**src/rtl/prog_load_sched.sv**
```systemverilog
// prog_load_sched: buffers time/channel-value programming records from the
// RS232 command decoder and replays them to the sequential waveform generator
// as paced single-cycle strobes. Replay is held off while the generator is
// armed. Mode changes wait until every queued record has been delivered.
// Optional feature macro: LOAD_SCHED_OVF_CNT_EN enables the 8-bit saturating
// dropped-record counter on oOVF_CNT (tied to 0 otherwise).
module prog_load_sched #(
    parameter int BIT_NUM = 32,
    parameter int DEPTH   = 8,
    parameter int GAP_CYC = 3
) (
    input  logic                       CLK_50,
    input  logic                       nRst,
    input  logic [7:0]                 iMODE,
    input  logic                       iFLAG_TIME_READY,
    input  logic                       iFLAG_CH_VAL_READY,
    input  logic [7:0]                 iDATA_CHANNEL,
    input  logic [BIT_NUM-1:0]         iDATA_TIME,
    input  logic                       iDATA_CH_VAL,
    input  logic                       iARMED,
    input  logic                       iFLUSH,
    output logic [7:0]                 oMODE,
    output logic                       oFLAG_TIME_READY,
    output logic                       oFLAG_CH_VAL_READY,
    output logic [7:0]                 oDATA_CHANNEL,
    output logic [BIT_NUM-1:0]         oDATA_TIME,
    output logic                       oDATA_CH_VAL,
    output logic [$clog2(DEPTH):0]     oLEVEL,
    output logic                       oBUSY,
    output logic                       oOVF,
    output logic [7:0]                 oOVF_CNT
);
    localparam int AW = $clog2(DEPTH);
    localparam int LW = AW + 1;
    localparam int RW = 8 + BIT_NUM + 1;
    localparam int GW = $clog2(GAP_CYC + 1);
    // T_GAP lasts GAP_CYC cycles. V_GAP lasts GAP_CYC-1 cycles because the
    // IDLE cycle that looks at the FIFO is itself the last idle cycle after
    // the value strobe; this keeps back-to-back records 2+2*GAP_CYC apart.
    localparam logic [GW-1:0] T_GAP_LD = GW'(GAP_CYC - 1);
    localparam logic [GW-1:0] V_GAP_LD = GW'((GAP_CYC > 1) ? (GAP_CYC - 2) : 0);

    typedef enum logic [2:0] {IDLE, T_ISSUE, T_GAP, V_ISSUE, V_GAP} state_t;

    state_t               state;
    logic [GW-1:0]        gap_cnt;
    logic                 time_d, chv_d;
    logic                 time_vld_p0, chv_vld_p0;
    logic [BIT_NUM-1:0]   time_p0;
    logic [7:0]           ch_p0;
    logic                 val_p0;
    logic [BIT_NUM-1:0]   stage_time;
    logic [RW-1:0]        mem [DEPTH];
    logic [AW-1:0]        wr_ptr, rd_ptr;
    logic [LW-1:0]        count;
    logic [7:0]           mode_pend;
    logic [BIT_NUM-1:0]   push_time;
    logic                 push, full, push_ok, drop, pop;

    // Stage p0: delayed flag copies and registered rising-edge strobes
    always_ff @(posedge CLK_50 or negedge nRst) begin
        if (!nRst) begin
            time_d      <= 1'b0;
            chv_d       <= 1'b0;
            time_vld_p0 <= 1'b0;
            chv_vld_p0  <= 1'b0;
        end else begin
            time_d      <= iFLAG_TIME_READY;
            chv_d       <= iFLAG_CH_VAL_READY;
            time_vld_p0 <= iFLAG_TIME_READY & ~time_d;
            chv_vld_p0  <= iFLAG_CH_VAL_READY & ~chv_d;
        end
    end

    // Stage p0: decoder data travelling alongside the edge strobes
    always_ff @(posedge CLK_50) begin
        time_p0 <= iDATA_TIME;
        ch_p0   <= iDATA_CHANNEL;
        val_p0  <= iDATA_CH_VAL;
    end

    // Simultaneous edges use the fresh time word, otherwise the staged one
    assign push_time = time_vld_p0 ? time_p0 : stage_time;
    assign push      = chv_vld_p0 & ~iFLUSH;
    assign full      = (count == LW'(DEPTH));
    assign push_ok   = push & ~full;
    assign drop      = push & full;
    assign pop       = (state == IDLE) && (count != '0) && !iARMED && !iFLUSH;

    // Staging register for the most recent time word
    always_ff @(posedge CLK_50 or negedge nRst) begin
        if (!nRst)            stage_time <= '0;
        else if (iFLUSH)      stage_time <= '0;
        else if (time_vld_p0) stage_time <= time_p0;
    end

    // Stage p1: record storage write
    always_ff @(posedge CLK_50) begin
        if (push_ok) mem[wr_ptr] <= {ch_p0, push_time, val_p0};
    end

    // FIFO pointers and occupancy
    always_ff @(posedge CLK_50 or negedge nRst) begin
        if (!nRst) begin
            wr_ptr <= '0;
            rd_ptr <= '0;
            count  <= '0;
        end else if (iFLUSH) begin
            wr_ptr <= '0;
            rd_ptr <= '0;
            count  <= '0;
        end else begin
            if (push_ok) wr_ptr <= wr_ptr + AW'(1);
            if (pop)     rd_ptr <= rd_ptr + AW'(1);
            count <= count + LW'(push_ok) - LW'(pop);
        end
    end

    // Sticky overflow flag
    always_ff @(posedge CLK_50 or negedge nRst) begin
        if (!nRst)       oOVF <= 1'b0;
        else if (iFLUSH) oOVF <= 1'b0;
        else if (drop)   oOVF <= 1'b1;
    end

`ifdef LOAD_SCHED_OVF_CNT_EN
    function automatic logic [7:0] sat_inc8(input logic [7:0] v);
        return (v == 8'hFF) ? v : v + 8'd1;
    endfunction

    logic [7:0] ovf_cnt;

    // Saturating count of dropped records
    always_ff @(posedge CLK_50 or negedge nRst) begin
        if (!nRst)       ovf_cnt <= 8'd0;
        else if (iFLUSH) ovf_cnt <= 8'd0;
        else if (drop)   ovf_cnt <= sat_inc8(ovf_cnt);
    end

    assign oOVF_CNT = ovf_cnt;
`else
    assign oOVF_CNT = 8'd0;
`endif

    // Stage p2: drain FSM with registered strobes and output data
    always_ff @(posedge CLK_50 or negedge nRst) begin
        if (!nRst) begin
            state              <= IDLE;
            gap_cnt            <= '0;
            oFLAG_TIME_READY   <= 1'b0;
            oFLAG_CH_VAL_READY <= 1'b0;
            oDATA_CHANNEL      <= 8'd0;
            oDATA_TIME         <= '0;
            oDATA_CH_VAL       <= 1'b0;
        end else if (iFLUSH) begin
            state              <= IDLE;
            gap_cnt            <= '0;
            oFLAG_TIME_READY   <= 1'b0;
            oFLAG_CH_VAL_READY <= 1'b0;
        end else begin
            oFLAG_TIME_READY   <= 1'b0;
            oFLAG_CH_VAL_READY <= 1'b0;
            case (state)
                IDLE: begin
                    if (pop) begin
                        {oDATA_CHANNEL, oDATA_TIME, oDATA_CH_VAL} <= mem[rd_ptr];
                        oFLAG_TIME_READY <= 1'b1;
                        state            <= T_ISSUE;
                    end
                end
                T_ISSUE: begin
                    gap_cnt <= T_GAP_LD;
                    state   <= T_GAP;
                end
                T_GAP: begin
                    if (gap_cnt == '0) begin
                        oFLAG_CH_VAL_READY <= 1'b1;
                        state              <= V_ISSUE;
                    end else begin
                        gap_cnt <= gap_cnt - GW'(1);
                    end
                end
                V_ISSUE: begin
                    if (GAP_CYC > 1) begin
                        gap_cnt <= V_GAP_LD;
                        state   <= V_GAP;
                    end else begin
                        state <= IDLE;
                    end
                end
                V_GAP: begin
                    if (gap_cnt == '0) state <= IDLE;
                    else               gap_cnt <= gap_cnt - GW'(1);
                end
                default: state <= IDLE;
            endcase
        end
    end

    // Mode deferral: release the pending mode only once everything is drained
    always_ff @(posedge CLK_50 or negedge nRst) begin
        if (!nRst) begin
            mode_pend <= 8'd0;
            oMODE     <= 8'd0;
        end else begin
            mode_pend <= iMODE;
            if ((state == IDLE) && (count == '0) && !push) oMODE <= mode_pend;
        end
    end

    assign oLEVEL = count;
    assign oBUSY  = (state != IDLE) || (count != '0);

endmodule

```
**config.mk**
```make
export PLATFORM = sky130hd
export DESIGN_NAME = prog_load_sched
export DESIGN_NICKNAME = d
export VERILOG_FILES = /design/src/rtl/prog_load_sched.sv
export SDC_FILE = /design/constraint.sdc
export NUM_CORES = 1
export LEC_CHECK = 0
export BUFFER_PORTS_ARGS = -buffer_cell sky130_fd_sc_hd__buf_2
export CORE_MARGIN = 4
export CORE_UTILIZATION = 54
export CTS_BUF_LIST = sky130_fd_sc_hd__clkbuf_2
export CTS_CLUSTER_DIAMETER = 100
export DETAILED_ROUTE_END_ITERATION = 6
export PLACE_DENSITY = 0.72
export RECOVER_POWER = 25
export REMOVE_ABC_BUFFERS = 1
export SYNTH_ARGS = -nofsm -noshare
export SYNTH_HDL_FRONTEND = slang
export SYNTH_SLANG_ARGS = --single-unit
```
**constraint.sdc**
```tcl
create_clock -name CLK_50 -period 11.7 [get_ports CLK_50]
set_input_delay 2.34 -clock CLK_50 [delete_from_list [all_inputs] [get_ports CLK_50]]
set_output_delay 2.34 -clock CLK_50 [all_outputs]
set_load 0.05 [all_outputs]
```
* Yosys cells after proc, flatten, opt, wreduce, memory -nomap -nowiden
Memories as Yosys holds them, arrays and structs flattened. A register that Yosys moved wholly into a read port is not among the register bits. Cells that the tools add are included.
Word-level totals: bits in registers 111, latch bits 0, memory bits (writable) 328, memory bits (read-only) 0, input port bits 55, output and inout port bits 65, logic and storage cells 90, memories kept 1
Operators by class: add/sub/neg operators 5, multipliers 0, div/mod/pow operators 0, $lt $le $gt $ge 0, equality and inequality tests 9, shift operators 0, mux-type cells 25, bitwise gates (word level) 9, reductions and logical operators 23
Memories:
- mem | words 8, bits a word 41, read ports 1, clocked after memory_dff 1, write ports 1, RTL line 53 | logic [RW-1:0] mem [DEPTH];
Operators with widths (number):
- $mux W32 | 2
- $mux W3 | 8
- $pmux W3 S5 | 1
- $ne A3 B3 Y1 const B | 4
- $mux W1 | 10
- $reduce_bool A4 Y1 | 2
- $add A3 B1 Y3 const B | 2
- $eq A3 B2 Y1 const B | 2
- $pmux W2 S3 | 1
- $reduce_and A3 Y1 | 2
- $reduce_bool A2 Y1 | 3
- $and A1 B1 Y1 | 5
- $logic_and A1 B1 Y1 | 5
- $add A4 B1 Y4 | 1
- $eq A4 B4 Y1 const B | 1
- $logic_not A1 Y1 | 4
- $logic_not A4 Y1 | 1
- $mux W2 | 2
- $mux W4 | 1
- $not A1 Y1 | 4
- $sub A4 B1 Y4 | 1
- $eq A3 B1 Y1 const B | 1
- $eq A3 B3 Y1 const B | 1
- $logic_not A3 Y1 | 1
- 6 further kinds | 6

* Longest topological paths before layout
Gate-level depths: netlist of the first run.
word-level depth 7, mapped depth 13, depth with buffers taken out 11

* Worst setup path after synthesis of the first run
Ideal clock, no wire load.
path kind in2reg, from input iFLUSH, to memory mem[0][0] in the netlist's numbering, enable pin, setup time 541 ps, arrival 6642 ps, data required time 11159 ps, path slack 4517 ps, stages 3, path buffers 0, cell sequence nor2b_1 > nand2_1 > nor4_1
Between the ends: word-level cells in the longest chain between the ends 5
RTL lines:
- start: declaration | RTL line 21 | input logic iFLUSH,
- $not A1 Y1 (no source line)
- $and A1 B1 Y1 | RTL line 84 | assign push = chv_vld_p0 & ~iFLUSH;
- $and A1 B1 Y1 | RTL line 86 | assign push_ok = push & ~full;
- $mux W1 | RTL line 99 | if (push_ok) mem[wr_ptr] <= {ch_p0, push_time, val_p0};
- $mux W1 (not written as such) | RTL line 99
- end: declaration | RTL line 53
Every way passes these cells.

==> results by group, run 1 <==
Synth
  – Register area share after synthesis: 75.4%
  – Synth Warn #: 0
  – Top cells by area, synth: edfxtp_1 (55%), dfrtp_1 (16%), mux4_2 (10%)
  – Syn Inst Count: 907
  – Cell taking the most area after synthesis: edfxtp_1
  – Number of flops mapped to enable cells by yosys: 328
  – Main synth FF type: edfxtp_1
  – Asr flop ratio synth: 23.1%
  – Yosys reg bits: 480
  – Leading cell type by number of instances after synthesis: edfxtp_1
  – Synthesized area: 17800 um2
  – Synth top area share: 55.3%
  – Yosys cell types: 42
  – Syn avg cell area: 19.7 um2
  – Commonest cells post-synth: edfxtp_1 (328), dfrtp_1 (111), mux4_2 (82), nor2_1 (56), mux2i_1 (43)

Timing
  – RSZ-0062 raised after global routing: false
  – Max Transition Viols Final: 90
  – Setup_tns: 0 ns
  – Endpoints failing hold: 0
  – Final setup viols: 0
  – Slew headroom: -133%
  – Clock skew: 0.0745 ns
  – Max frequency: 209 MHz
  – Hold_ws: 0.397 ns
  – Worst Tran Pin Value: 3.50 ns
  – Minimum clock period: 4.79 ns
  – Final period util: 40.9%

Setup path
  – Critical Path Max Stage Delay: 2.42 ns
  – Worst reg2reg setup slack: 8.72 ns
  – R2R cell count: 4
  – Worst setup EP type: asynchronous set/reset pin
  – Slowest CP cell: clkbuf_1
  – Crit Path Class: input pin to asynchronous set/reset pin
  – R2R Path End: oDATA_TIME[11]
  – Element type at the critical path start: input pin
  – Worst path top cell family by delay: buffers and inverters
  – CP max FO: 56
  – Worst-path cell chain: clkbuf_1 -> buf_4
  – Worst Path Arrival: 5.69 ns
  – Reg-to-reg startpoint: rd_ptr[0]
  – WP data required: 12.60 ns
  – Crit path buf inv count: 2

Clocking
  – Num CTS Buffers: 114
  – Clk pin slew, worst setup/hold paths: 0.09 ns
  – Skew-Pair Late Insertion Delay: 0.96 ns
  – Post-cts resize count: 0
  – CTS Hold Bufs: 0
  – Clock buffer depth: 3
  – Sink Count: 480
  – Htree depth: 3
  – Setup bufs post-CTS: 0
  – CTS tree: yes
  – CTS Root Cell: clkbuf_2

Power and ir drop
  – Sw Share: 33.8%
  – Clk pwr share: 24.9%
  – Lkg Pwr: 0.00729 uW
  – Worst vdd ir: 0.236 mV
  – Share of power burned in combinational logic: 26.2%
  – Net switching power: 1440 uW
  – Power Density: 214 nW/um2
  – Total Power: 4260 uW
  – Internal: 2820 uW
  – Sequential Power Share: 48.9%

Finish
  – Fillers: 2432
  – Nets: 1168
  – Share of cells above drive strength 1: 38.2%
  – Post-route insts no fill: 1646
  – Multi-input gate area: 4100 um2
  – Area growth from synthesis to layout: 11.5%
  – Storage cell area: 13500 um2

Placed design
  – Placed cells: 1429
  – RD Place Congestion: 0.741
  – HPWL Detailed: 17000 um
  – Port Buffers: 111

Floorplanning
  – Core Area: 32500 um2
  – Die Wd: 190 um
  – Starting Density: 54.8%
  – Die height: 190 um
  – Num rows: 66
  – Die area: 36000 um2
  – IO Count: 120

Routing
  – Drt pass-1 iters: 5
  – Via Count: 8580
  – 1st-iter DRT viols: 633
  – # DRC: 0
  – Final wirelength: 31700 um
  – Post-DR wirelength/cell: 19.2 um
  – DR vias/cell: 5.21
  – Antenna Nets Post-Route: 0

GRT
  – Grt ovf: 0
  – First-pass GRT wire length: 51000 um
  – Initial antenna violation count: 1
  – Vias in the first global route: 9259
  – Largest net degree at the start of global routing: 59
  – Top Usage Layer GRT: met2
  – GR Util met2: 28.8%
  – Routing usage on met1: 26.0%
  – Grt met3 use: 4.46%
  – GR Util All Layers: 18.4%

Flow run
  – Max_cap viols: 2

Min path
  – Worst hold endpoint: time_vld_p0
  – Hold wc startpoint: time_d
  – Hold path cells: 1
  – Worst hold path class: flip-flop to flip-flop

Run status
  – Violated checks: max-capacitance violations, max-slew violations
  – Status: finished, violations left
[metal layers]
layer | vias up | share of wire (%) | wire length [um]
met5 | - | 0 | 0
met4 | 0 | 1.7 | 552
met3 | 48 | 5.5 | 1750
met2 | 244 | 48 | 15200
met1 | 4342 | 45 | 14100
li1 | 3946 | - | -
[power groups by stage]
| stage | logic (uW) | registers [uW] | clock network [uW] |
|---|---|---|---|
| 2_1_floorplan | 577 | 2450 | 0 |
| 3_3_place_gp | 1120 | 2120 | 0 |
| 3_5_place_dp | 1130 | 2130 | 0 |
| 4_1_cts | 1140 | 2090 | 1100 |
| 5_1_grt | 1200 | 2110 | 1200 |
| 6_report | 1120 | 2080 | 1060 |
[worst max-delay path by stage]
stage,slack (ns),end,depth (start not counted),startpoint
floorplan,4.52,mem[0][0],3,iFLUSH
global placement,6.60,oLEVEL[1],10,iFLUSH
detailed placement,6.56,oLEVEL[1],10,iFLUSH
CTS,6.89,oBUSY,5,oLEVEL[2]
global route,6.26,rd_ptr[2],2,nRst
finish,6.91,rd_ptr[2],2,nRst
[cells by family (layout without fill, tap and decap cells)]
group | count (synthesis) | in the layout | synth area share (%)
buffers and inverters | 60 | 349 | 1.97
xor gates and xnor gates | 7 | 7 | 0.344
and+or+nand+nor | 132 | 132 | 3.87
muxes | 165 | 165 | 15.5
DFF | 480 | 480 | 75.4
AOI/OAI and AO/OA | 52 | 52 | 2.14
other | 1 | 9 | 0.0210
adders and majority gates | 10 | 10 | 0.744
[per-stage QoR]
| stage | worst slack (ns) | cell area [um2] | utilization (%) |
|---|---|---|---|
| floorplan | 4.52 | 17500 | - |
| global placement | 6.60 | 18800 | 57.8 |
| global route | 6.26 | 19900 | 61.1 |
| CTS | 6.89 | 19900 | 61.1 |
| detailed placement | 6.56 | 18800 | 57.8 |
| finish | 6.91 | 19900 | 61.1 |
[cell usage in the layout, fill, tap and decap left out, drive strengths merged, types with 2 or more instances in the layout]
master	netlist	final
or3b	2	2
nand2b	3	3
nand3	3	3
a21oi	46	46
nor2b	39	39
nor3b	2	2
clkinv	0	27
buf	42	123
conb	1	8
nor2	56	56
nor3	9	9
clkbuf	11	188
dfxtp	41	41
mux2	40	40
mux2i	43	43
dfrtp	111	111
inv	7	10
xor2	2	2
ha	9	9
edfxtp	328	328
xnor2	5	5
nor4	3	3
mux4	82	82
nand2	11	11
[sequential cells by signal, summed over array words and instances (netlist names), 2 cells and up]
signal	cells
ch_p0	8
gap_cnt	2
mem	328
mode_pend	8
oDATA_CHANNEL	8
oDATA_TIME	32
oLEVEL	4
oMODE	8
rd_ptr	3
stage_time	32
state	3
time_p0	32
wr_ptr	3
[layout make-up]
cell class / count / area share, %
sequential: 480 / 67.7
timing repair buffer: 126 / 3.34
multi-input combinational: 374 / 20.6
clock inverter: 31 / 0.749
tap: 442 / 2.78
inverter: 7 / 0.132
antenna: 1 / 0.0126
clock buffer: 185 / 4.66
No activity file was read; power rests on OpenSTA's default activity.
==> run 2: changes to the inputs <==
Clock period 11.7 ns to 4.5 ns, I/O delays scaled along.
==> run 2 against run 1 <==
  * The run still ends with max-capacitance violations, max-slew violations left
  * Register-to-register slack worse by 6.9 ns
  * First-iteration DRC count shrank 24%
  * Cell count grew 2.8%
  * Clock power rose to 2.7 times the previous value
  * Critical path depth is 3 higher
  * Sequential share of layout area down 2.0 points
  * Global-route usage rose by 0.096 points
  * Die area unchanged
  * Non-clock buffer count increased by 53
==> results by group, run 2 (synthesized netlist as in run 1, its figures left out) <==
Run status
  – Status: finished, violations left
  – Violated checks: max-capacitance violations, max-slew violations

Floorplanning
  – Die height: 190 um
  – IO Count: 120
  – Starting Density: 54.8%
  – Die Wd: 190 um
  – Core Area: 32500 um2
  – Num rows: 66
  – Die area: 36000 um2

Timing
  – Endpoints failing hold: 0
  – Minimum clock period: 3.19 ns
  – Final period util: 70.9%
  – RSZ-0062 raised after global routing: false
  – Slew headroom: -46.0%
  – Setup_tns: 0 ns
  – Clock skew: 0.0731 ns
  – Final setup viols: 0
  – Max Transition Viols Final: 84
  – Hold_ws: 0.280 ns
  – Max frequency: 314 MHz
  – Worst Tran Pin Value: 2.19 ns

Finish
  – Share of cells above drive strength 1: 37.7%
  – Commonest non-fill, non-tap cell in the layout: edfxtp_1
  – Most frequent cells in the layout: edfxtp_1 (328), clkbuf_2 (182), dfrtp_1 (107), buf_2 (106), mux4_2 (82)
  – Area growth from synthesis to layout: 14.9%
  – Final instance area: 20500 um2
  – Nets: 1220
  – Max FFs per register: 328
  – Largest reg by FF count: mem

Setup path
  – Worst path top cell family by delay: simple AND/OR/NAND/NOR gates
  – CP Launch Point: oLEVEL[2]
  – Critical Path Max Stage Delay: 0.41 ns
  – Setup crit end: oBUSY
  – Worst reg2reg setup slack: 1.82 ns
  – R2R Path End: oLEVEL[1]
  – Worst setup EP type: output pin
  – Slowest CP cell: dfrtp_1
  – WP depth: 5
  – CP max FO: 6
  – R2R cell count: 9
  – WP data required: 3.60 ns
  – Element type at the critical path start: flip-flop
  – Crit Path Class: flip-flop to output pin
  – Reg-to-reg startpoint: oLEVEL[2]
  – Worst-path cell chain: inv_1 -> ha_1 -> nor3b_4 -> nand2_1 -> buf_2
  – Worst Path Arrival: 2.29 ns
  – Crit path buf inv count: 2

GRT
  – GR Util All Layers: 18.5%
  – First-pass GRT wire length: 51600 um
  – Initial antenna violation count: 1
  – Vias in the first global route: 9538
  – Largest net degree at the start of global routing: 84
  – Grt ovf: 0

Power and ir drop
  – Total Power: 11300 uW
  – Lkg Pwr: 0.00752 uW
  – Power Density: 551 nW/um2
  – Worst vdd ir: 0.640 mV

Routing
  – Drt pass-1 iters: 7
  – 1st-iter DRT viols: 480
  – Post-DR wirelength/cell: 18.9 um
  – Via Count: 8775
  – Final wirelength: 31900 um
  – Antenna Nets Post-Route: 0
  – DR vias/cell: 5.19
  – # DRC: 0

Clocking
  – CTS Root Cell: clkbuf_2
  – Clock buffer depth: 3
  – Htree depth: 3
  – Clk pin slew, worst setup/hold paths: 0.10 ns
  – CTS tree: yes
  – Num CTS Buffers: 113
  – Post-cts resize count: 0
  – Sink Count: 480
  – Skew-Pair Late Insertion Delay: 0.96 ns

Placed design
  – RD Place Congestion: 0.735
  – Total placed instance area: 18800 um2
  – HPWL Detailed: 17400 um
  – Port Buffers: 111

Flow run
  – Max_cap viols: 1

Min path
  – Worst hold path class: input pin to flip-flop
[run 2: changes by cell type in the layout (fill, tap and decap cells not counted), sizes merged]
cell         change
inv              -2
clkinv           -5
bufinv           +3
buf              -1
clkinvlp         +1
dlygate4sd3     +52
clkbuf           -2
[run 2: power by group]
part           leakage [uW]  switching [uW]  internal (uW)
clock network      0.000857            1610           1290
logic               0.00196            1820           1160
registers           0.00470             324           5070
[run 2: cell type report]
| class | instances | area (um2) |
|---|---|---|
| Fill cell | 2405 | 12100 |
| Antenna cell | 1 | 2.50 |
| Clock inverter | 28 | 219 |
| Multi-Input combinational cell | 374 | 4100 |
| Inverter | 7 | 26.3 |
| Tap cell | 442 | 553 |
| Sequential cell | 480 | 13500 |
| Clock buffer | 181 | 906 |
| Timing Repair Buffer | 179 | 1210 |
[run 2: stage by stage]
stage	util [%]	instances	worst slack, ns
2_1_floorplan	-	861	-1.30
3_3_place_gp	57.9	1430	1.25
3_5_place_dp	57.9	1430	1.17
4_1_cts	63.0	1691	1.17
5_1_grt	62.9	1692	1.03
6_report	62.9	1692	1.31
[run 2: repair_timing]
item | CTS | global route
setup buffers | 0 | 0
endpoints found under the hold margin | 126 | 0
hold buffers | 52 | 0
[run 2: how the worst min path moves through the flow]
stage          slack (ns)  cells past startpoint          endpoint    from
3_5_place_dp         0.38                      1       time_vld_p0  time_d
6_report             0.28                      2  oFLAG_TIME_READY  iARMED
2_1_floorplan        0.38                      1        chv_vld_p0   chv_d
3_3_place_gp         0.38                      1       time_vld_p0  time_d
4_1_cts              0.15                      2  oFLAG_TIME_READY  iARMED
5_1_grt              0.15                      2  oFLAG_TIME_READY  iARMED
[run 2: routing by layer]
| metal | share of wire (%) | GRT usage (%) |
|---|---|---|
| met1 | 45 | 26.1 |
| met2 | 48 | 29.2 |
| met3 | 5.4 | 4.55 |
| met4 | 1.4 | 5.56 |
| met5 | 0 | 0 |
[run 2: worst reg2reg max path: cells and delay by family, from the launching register on]
family | cells | cell delay (ns)
flip-flops | 1 | 0.41
AND/OR/NAND/NOR | 3 | 0.90
buffers and inverters | 2 | 0.17
adder cells (fa/ha/maj) | 4 | 1.05
